File: src/rtl/sensor_frame_reader_pkg.sv
// Shared types and constants for the sensor frame reader,
// the sensor register bank and ground-side decoders.
package sensor_frame_reader_pkg;

  typedef enum logic [1:0] {
    S_IDLE  = 2'd0,
    S_FETCH = 2'd1,
    S_SEND  = 2'd2
  } state_e;

  localparam logic [7:0] SYNC0_DEF  = 8'hA5;
  localparam logic [7:0] SYNC1_DEF  = 8'h5A;

  localparam logic [7:0] ADDR_PRESS = 8'd1;
  localparam logic [7:0] ADDR_TEMP  = 8'd5;
  localparam logic [7:0] ADDR_ACCEL = 8'd8;
  localparam logic [7:0] ADDR_GYRO  = 8'd14;
  localparam logic [7:0] ADDR_MAGM  = 8'd20;
  localparam logic [7:0] ADDR_FIRST = 8'd1;
  localparam logic [7:0] ADDR_LAST  = 8'd25;

  function automatic logic [7:0] chk8_neg(
    input logic [7:0] sum
  );
    return 8'(~sum + 8'd1);
  endfunction

endpackage

File: src/rtl/telemetry_chk8.sv
// Running 8-bit sum with clear/add and a
// two's complement output that zeroes the total.
module telemetry_chk8
  import sensor_frame_reader_pkg::*;
(
  input  logic       clk,
  input  logic       rst,
  input  logic       i_clr,
  input  logic       i_add,
  input  logic [7:0] i_d,
  output logic [7:0] o_neg
);

  logic [7:0] r_sum;

  // accumulate; a clear may load the first byte in the same cycle
  always_ff @(posedge clk or negedge rst) begin
    if (!rst) begin
      r_sum <= 8'd0;
    end else if (i_clr) begin
      r_sum <= i_add ? i_d : 8'd0;
    end else if (i_add) begin
      r_sum <= r_sum + i_d;
    end
  end

  assign o_neg = chk8_neg(r_sum);

endmodule

File: src/rtl/sensor_frame_reader.sv
// Fetches a bank snapshot into a local buffer and
// streams it as a framed, checksummed telemetry packet.
module sensor_frame_reader
  import sensor_frame_reader_pkg::*;
#(
  parameter logic [7:0]  FIRST_ADDR = ADDR_FIRST,
  parameter logic [7:0]  LAST_ADDR  = ADDR_LAST,
  parameter logic [7:0]  SYNC0      = SYNC0_DEF,
  parameter logic [7:0]  SYNC1      = SYNC1_DEF,
  parameter int unsigned PERIOD     = 0
) (
  input  logic       clk,
  input  logic       rst,
  input  logic       start,
  output logic [7:0] addr,
  input  logic [7:0] data,
  output logic [7:0] tx_data,
  output logic       tx_valid,
  input  logic       tx_ready,
  output logic       busy,
  output logic       frame_done,
  output logic       overrun
);

  localparam int         N     = int'(LAST_ADDR) - int'(FIRST_ADDR) + 1;
  localparam logic [5:0] FEND  = 6'(N);
  localparam logic [5:0] SLAST = 6'(N + 3);

  state_e      r_state;
  state_e      w_state_nxt;
  logic [5:0]  r_fidx;
  logic [5:0]  r_sidx;
  logic [7:0]  r_addr;
  logic [7:0]  r_seq;
  logic        r_pend;
  logic        r_ovr;
  logic [31:0] r_pcnt;
  logic [7:0]  r_buf [N];

  logic       w_wrap;
  logic       w_trig;
  logic       w_hs;
  logic       w_last;
  logic       w_enter;
  logic       w_smp;
  logic       w_pay;
  logic       w_shift;
  logic [7:0] w_seq_nxt;
  logic [7:0] w_chk;

  assign w_wrap    = (PERIOD != 0) && (r_pcnt == 32'(PERIOD - 1));
  assign w_trig    = start | w_wrap;
  assign w_hs      = tx_valid & tx_ready;
  assign w_last    = w_hs && (r_sidx == SLAST);
  assign w_smp     = (r_state == S_FETCH) && (r_fidx < FEND);
  assign w_pay     = (r_sidx >= 6'd3) && (r_sidx < SLAST);
  assign w_shift   = w_smp || (w_hs && w_pay);
  assign w_seq_nxt = w_last ? r_seq + 8'd1 : r_seq;

  assign addr       = r_addr;
  assign busy       = (r_state != S_IDLE);
  assign tx_valid   = (r_state == S_SEND);
  assign frame_done = w_last;
  assign overrun    = r_ovr;

  // free-running auto-trigger counter
  always_ff @(posedge clk or negedge rst) begin
    if (!rst) begin
      r_pcnt <= 32'd0;
    end else if (PERIOD != 0) begin
      r_pcnt <= w_wrap ? 32'd0 : r_pcnt + 32'd1;
    end
  end

  // state register
  always_ff @(posedge clk or negedge rst) begin
    if (!rst) r_state <= S_IDLE;
    else      r_state <= w_state_nxt;
  end

  // next state; a pending or coincident trigger chains frames
  always_comb begin
    w_state_nxt = r_state;
    w_enter     = 1'b0;
    unique case (r_state)
      S_IDLE: begin
        if (w_trig) begin
          w_state_nxt = S_FETCH;
          w_enter     = 1'b1;
        end
      end
      S_FETCH: begin
        if (r_fidx == FEND) w_state_nxt = S_SEND;
      end
      S_SEND: begin
        if (w_last) begin
          if (r_pend || w_trig) begin
            w_state_nxt = S_FETCH;
            w_enter     = 1'b1;
          end else begin
            w_state_nxt = S_IDLE;
          end
        end
      end
      default: w_state_nxt = S_IDLE;
    endcase
  end

  // fetch index and bank address walk
  always_ff @(posedge clk or negedge rst) begin
    if (!rst) begin
      r_fidx <= 6'd0;
      r_addr <= 8'd0;
    end else if (w_enter) begin
      r_fidx <= 6'd0;
      r_addr <= FIRST_ADDR;
    end else if (r_state == S_FETCH) begin
      r_fidx <= r_fidx + 6'd1;
      r_addr <= (r_fidx < FEND - 6'd1) ? r_addr + 8'd1 : 8'd0;
    end
  end

  // send index advances only on handshake
  always_ff @(posedge clk or negedge rst) begin
    if (!rst) begin
      r_sidx <= 6'd0;
    end else if (r_state == S_FETCH) begin
      r_sidx <= 6'd0;
    end else if (w_hs) begin
      r_sidx <= r_sidx + 6'd1;
    end
  end

  // sequence number, pending request and sticky overrun
  always_ff @(posedge clk or negedge rst) begin
    if (!rst) begin
      r_seq  <= 8'd0;
      r_pend <= 1'b0;
      r_ovr  <= 1'b0;
    end else begin
      r_seq <= w_seq_nxt;
      if (w_last) begin
        r_pend <= 1'b0;
      end else if (busy && w_trig && !r_pend) begin
        r_pend <= 1'b1;
      end
      if (busy && w_trig && r_pend) r_ovr <= 1'b1;
    end
  end

  // buffer shifts in during fetch and rotates out during send
  always_ff @(posedge clk) begin
    if (w_shift) begin
      for (int i = 0; i < N - 1; i++) r_buf[i] <= r_buf[i + 1];
      r_buf[N - 1] <= (r_state == S_FETCH) ? data : r_buf[0];
    end
  end

  telemetry_chk8 u_chk (
    .clk   (clk),
    .rst   (rst),
    .i_clr (w_enter),
    .i_add (w_enter | w_smp),
    .i_d   (w_enter ? w_seq_nxt : data),
    .o_neg (w_chk)
  );

  // packet byte mux
  always_comb begin
    tx_data = 8'd0;
    if (r_state == S_SEND) begin
      unique case (1'b1)
        r_sidx == 6'd0:  tx_data = SYNC0;
        r_sidx == 6'd1:  tx_data = SYNC1;
        r_sidx == 6'd2:  tx_data = r_seq;
        r_sidx == SLAST: tx_data = w_chk;
        default:         tx_data = r_buf[0];
      endcase
    end
  end

endmodule

File: config.mk
export PLATFORM = sky130hd
export DESIGN_NAME = sensor_frame_reader
export DESIGN_NICKNAME = d
export VERILOG_FILES = /design/src/rtl/sensor_frame_reader_pkg.sv /design/src/rtl/telemetry_chk8.sv /design/src/rtl/sensor_frame_reader.sv
export SDC_FILE = /design/constraint.sdc
export NUM_CORES = 1
export LEC_CHECK = 0
export ABC_AREA = 1
export CORE_MARGIN = 2
export CORE_UTILIZATION = 50
export DETAILED_ROUTE_END_ITERATION = 10
export PLACE_DENSITY = 0.69
export SETUP_SLACK_MARGIN = 0.5
export SYNTH_ARGS = -nofsm -noshare
export SYNTH_HDL_FRONTEND = slang
export SYNTH_SLANG_ARGS = --single-unit
export TNS_END_PERCENT = 50
File: constraint.sdc
create_clock -name clk -period 39.5 [get_ports clk]
set_input_delay 5.925 -clock clk [delete_from_list [all_inputs] [get_ports clk]]
set_output_delay 5.925 -clock clk [all_outputs]
set_load 0.02 [all_outputs]
==> run metrics <==
status=finished clean; synth top area cells=edfxtp_1 66%, dfrtp_1 11%, nand2_1 4.6%; crit path launch type=input pin; die span in x=139 µm; final instance area=10500 µm²; DRC Markers=0; critical path, cell by cell=clkdlybuf4s50_1 -> inv_1 -> nor2_4 -> nand2_4 -> clkinv_4 -> clkdlybuf4s50_1; row count=49; worst hold margin=roughly 0.42 ns; most used cell, CP=clkdlybuf4s50_1; Total Routing Usage GR=0.161; layout cell share with drive strength beyond 1=0.0926; final setup TNS=0 ns; Synth Area in Compound Gates=0.0482; Slew Limit Fails=0; Post-Syn Instances=approximately 620; Antenna Diode Count=0; Worst-path clk slew=roughly 0.060 ns; met1 wire length=7460 µm; HP Start=r_buf[1][57]; worst-skew pair later-pin latency=about 0.52 ns; R2R depth=18; sw frac=0.284; RR Endpoint=u_chk.r_sum[7]; Root Driver=clkbuf_16; CP delay by family, top=buffers and inverters; Clock Path Buffers=3; cell area after synthesis=about 9100 µm²; actual transition at the worst max-transition pin=1.05 ns; routed wl met2=6730 µm; Leakage=between 4 and 5 nW; part of the power in registers=0.557; R2R Path Start=r_sidx[0]; DR vias/cell=5.24; Hold Path End=r_buf[1][49]; Comb pwr share=0.188; Worst setup startpoint=tx_ready; Num Clock Sinks=240; skew final=0.00935 ns; initial antenna violation count=0; CP Class=in2out; pin count of the biggest net entering global routing=201; Hold WC Path Type=reg2reg; WL met3=633 µm; final wirelength=15300 µm; flop-to-flop setup slack=36.16 ns; fillers=1375; wire length of the first global-routing pass=between 20000 and 25000 µm; Critical Path AT=7.48 ns; Max rail drop VDD=127 µV; Max-slew headroom=0.299; required time of the critical path=33.58 ns; Crit Path Max Fanout=11; dpl cell area=9650 µm²; Iteration-0 DRC Markers=437; die height=139 µm; area of the die=between 15000 and 20000 µm²; CTS HTree Levels=1; WHS Path Cells=0; CTS tree=built; Yosys top cell area share=0.663; DR top layer=met4; top cell type by total area after synthesis=edfxtp_1; Yosys Warn Count=0; fin crit share=0.339; Setup crit end kind=primary output; sw power=between 0.2 and 0.3 mW; final net count=706; proportion of synthesized area in mux cells=0; vias in the first global route=approximately 4700; Initial Utilization=0.506; GPL Wtd Cong=0.842; standard cell core area=approximately 18000 µm²; simple-gate share of the synthesized area=0.107; register area share after synthesis=0.773; Pwr Total=a little over 0.9 mW; # port buffers=31; RSZ-0062 raised after global routing=false; Area Growth Syn to Fin=15.5%; Max Cap Violations=0; mean routed wirelength per cell=about 17 µm; crit path time final=13.41 ns; Largest stage delay, worst path=0.62 ns; Synth Area per Inst=14.5 µm²; routed vias=4825; XOR/XNOR Fraction of Synth Area=0.0144; post-DP HPWL=9020 µm; Adder-Cell Fraction of Synth Area=0.0271; cts bufs inserted=24; aggregate global routing overflow=0; Synth Register Bits=240; Power Dens Cells=88.0 nW/µm²; # setup viols final=0; Post-CTS Resized=0; cts hold-fix bufs=0; TritonRoute pass-1 iters=5; Antenna Violating Nets Remaining=0; Clock Power Share=0.255; Max Fclk=around 75 MHz; postcts setup bufs=0; largest family of logic cells by synthesized area=simple AND/OR/NAND/NOR gates; IO Count=32; syn nets=655; CP max-delay cell=clkdlybuf4s50_1; internal power=0.659 mW; Critical path buffers and inverters=4; synth unique cells=46; Hold Vio Cnt, Final=0
metrics by stage:
step / instances / setup WS, ns / util
floorplan: 624 / 17.62 / -
global placement: 878 / 26.10 / 0.539
detailed placement: 878 / 26.08 / 0.539
CTS: 920 / 26.08 / 0.584
global route: 920 / 26.02 / 0.584
finish: 920 / 26.09 / 0.584
worst register-to-register path, stage by stage (launching register included):
cell and delay, ns:
dfrtp_1 0.40, inv_1 0.16, ha_1 0.23, nand3_2 0.13
nor2_8 0.22, nand3b_1 0.12, nand2_2 0.40, nand3_1 0.21
o21ai_0 0.14, inv_1 0.12, ha_1 0.32, nand2_1 0.11
inv_1 0.05, a21oi_1 0.19, nand3_1 0.10, nand3_1 0.11
nand3_1 0.09, nand3_1 0.09, nand2_1 0.06
logic make-up (layout without fill, tap and decap cells):
logic type / count (synthesis) / count (layout)
compound gates: 74 / 74
xor+xnor: 14 / 14
fa+ha+maj: 19 / 19
buf+inv: 66 / 133
flops: 240 / 240
simple gates: 211 / 211
final cells by class:
class	count	area (µm²)	share of cell area
clock buffer	28	616	0.0588
sequential	240	7010	0.670
inverter	58	223	0.0213
timing repair buffer	33	333	0.0318
multi-input combinational	318	1800	0.172
tap	229	287	0.0274
clock inverter	14	203	0.0194
Yosys cell counts, drive strengths merged:
| cell type | instances |
|---|---|
| a32o | 1 |
| nor3 | 9 |
| o31ai | 1 |
| o21ai | 34 |
| nand3b | 2 |
| a31oi | 5 |
| o21a | 3 |
| nand2 | 118 |
| o211ai | 5 |
| xnor2 | 6 |
| xor2 | 8 |
| edfxtp | 200 |
| clkinv | 1 |
| a21o | 1 |
| a211oi | 1 |
| buf | 7 |
| nand3 | 35 |
| nand4 | 4 |
| ha | 18 |
| a21boi | 1 |
| a22oi | 1 |
| fa | 1 |
| inv | 57 |
| o32ai | 1 |
| nor2 | 38 |
| a221oi | 2 |
| clkbuf | 1 |
| or2 | 2 |
| dfrtp | 40 |
| a21oi | 18 |
| nor4 | 3 |
state kept, by name, indices dropped and copies added (netlist names):
signal	flops
r_buf	200
addr	8
r_seq	8
u_chk.r_sum	8
r_fidx	6
r_sidx	6
r_state	2
overrun	1
r_pend	1
power by group through the flow:
stage,sequential [mW],clock [mW],combinational [mW]
floorplan,0.564,0,0.122
global placement,0.511,0,0.168
detailed placement,0.512,0,0.175
CTS,0.514,0.241,0.175
global route,0.525,0.250,0.198
finish,0.513,0.235,0.173
metal layers:
layer  up-vias  global-route usage
met5         -                   0
met4         0              0.0537
met3        39              0.0321
met2       115               0.234
met1      2361               0.246
li1       2310                   -
cell usage in the layout, fill, tap and decap left out, drive strengths merged, types with 6 or more instances in the layout:
cell type | Yosys | routed
clkbuf | 1 | 28
xnor2 | 6 | 6
clkdlybuf4s50 | 0 | 30
nor2 | 38 | 38
dfrtp | 40 | 40
ha | 18 | 18
inv | 57 | 57
nor3 | 9 | 9
nand3 | 35 | 35
edfxtp | 200 | 200
xor2 | 8 | 8
nand2 | 118 | 118
clkinv | 1 | 9
o21ai | 34 | 34
a21oi | 18 | 18
worst max path at each step:
stage / endpoint / slack (ns) / cells after the start
floorplan: r_buf[0][0] / 17.62 / 4
global placement: frame_done / 26.10 / 6
detailed placement: frame_done / 26.08 / 6
CTS: frame_done / 26.08 / 6
global route: frame_done / 26.02 / 6
finish: frame_done / 26.09 / 6
Power figures use the tool's default switching activity.
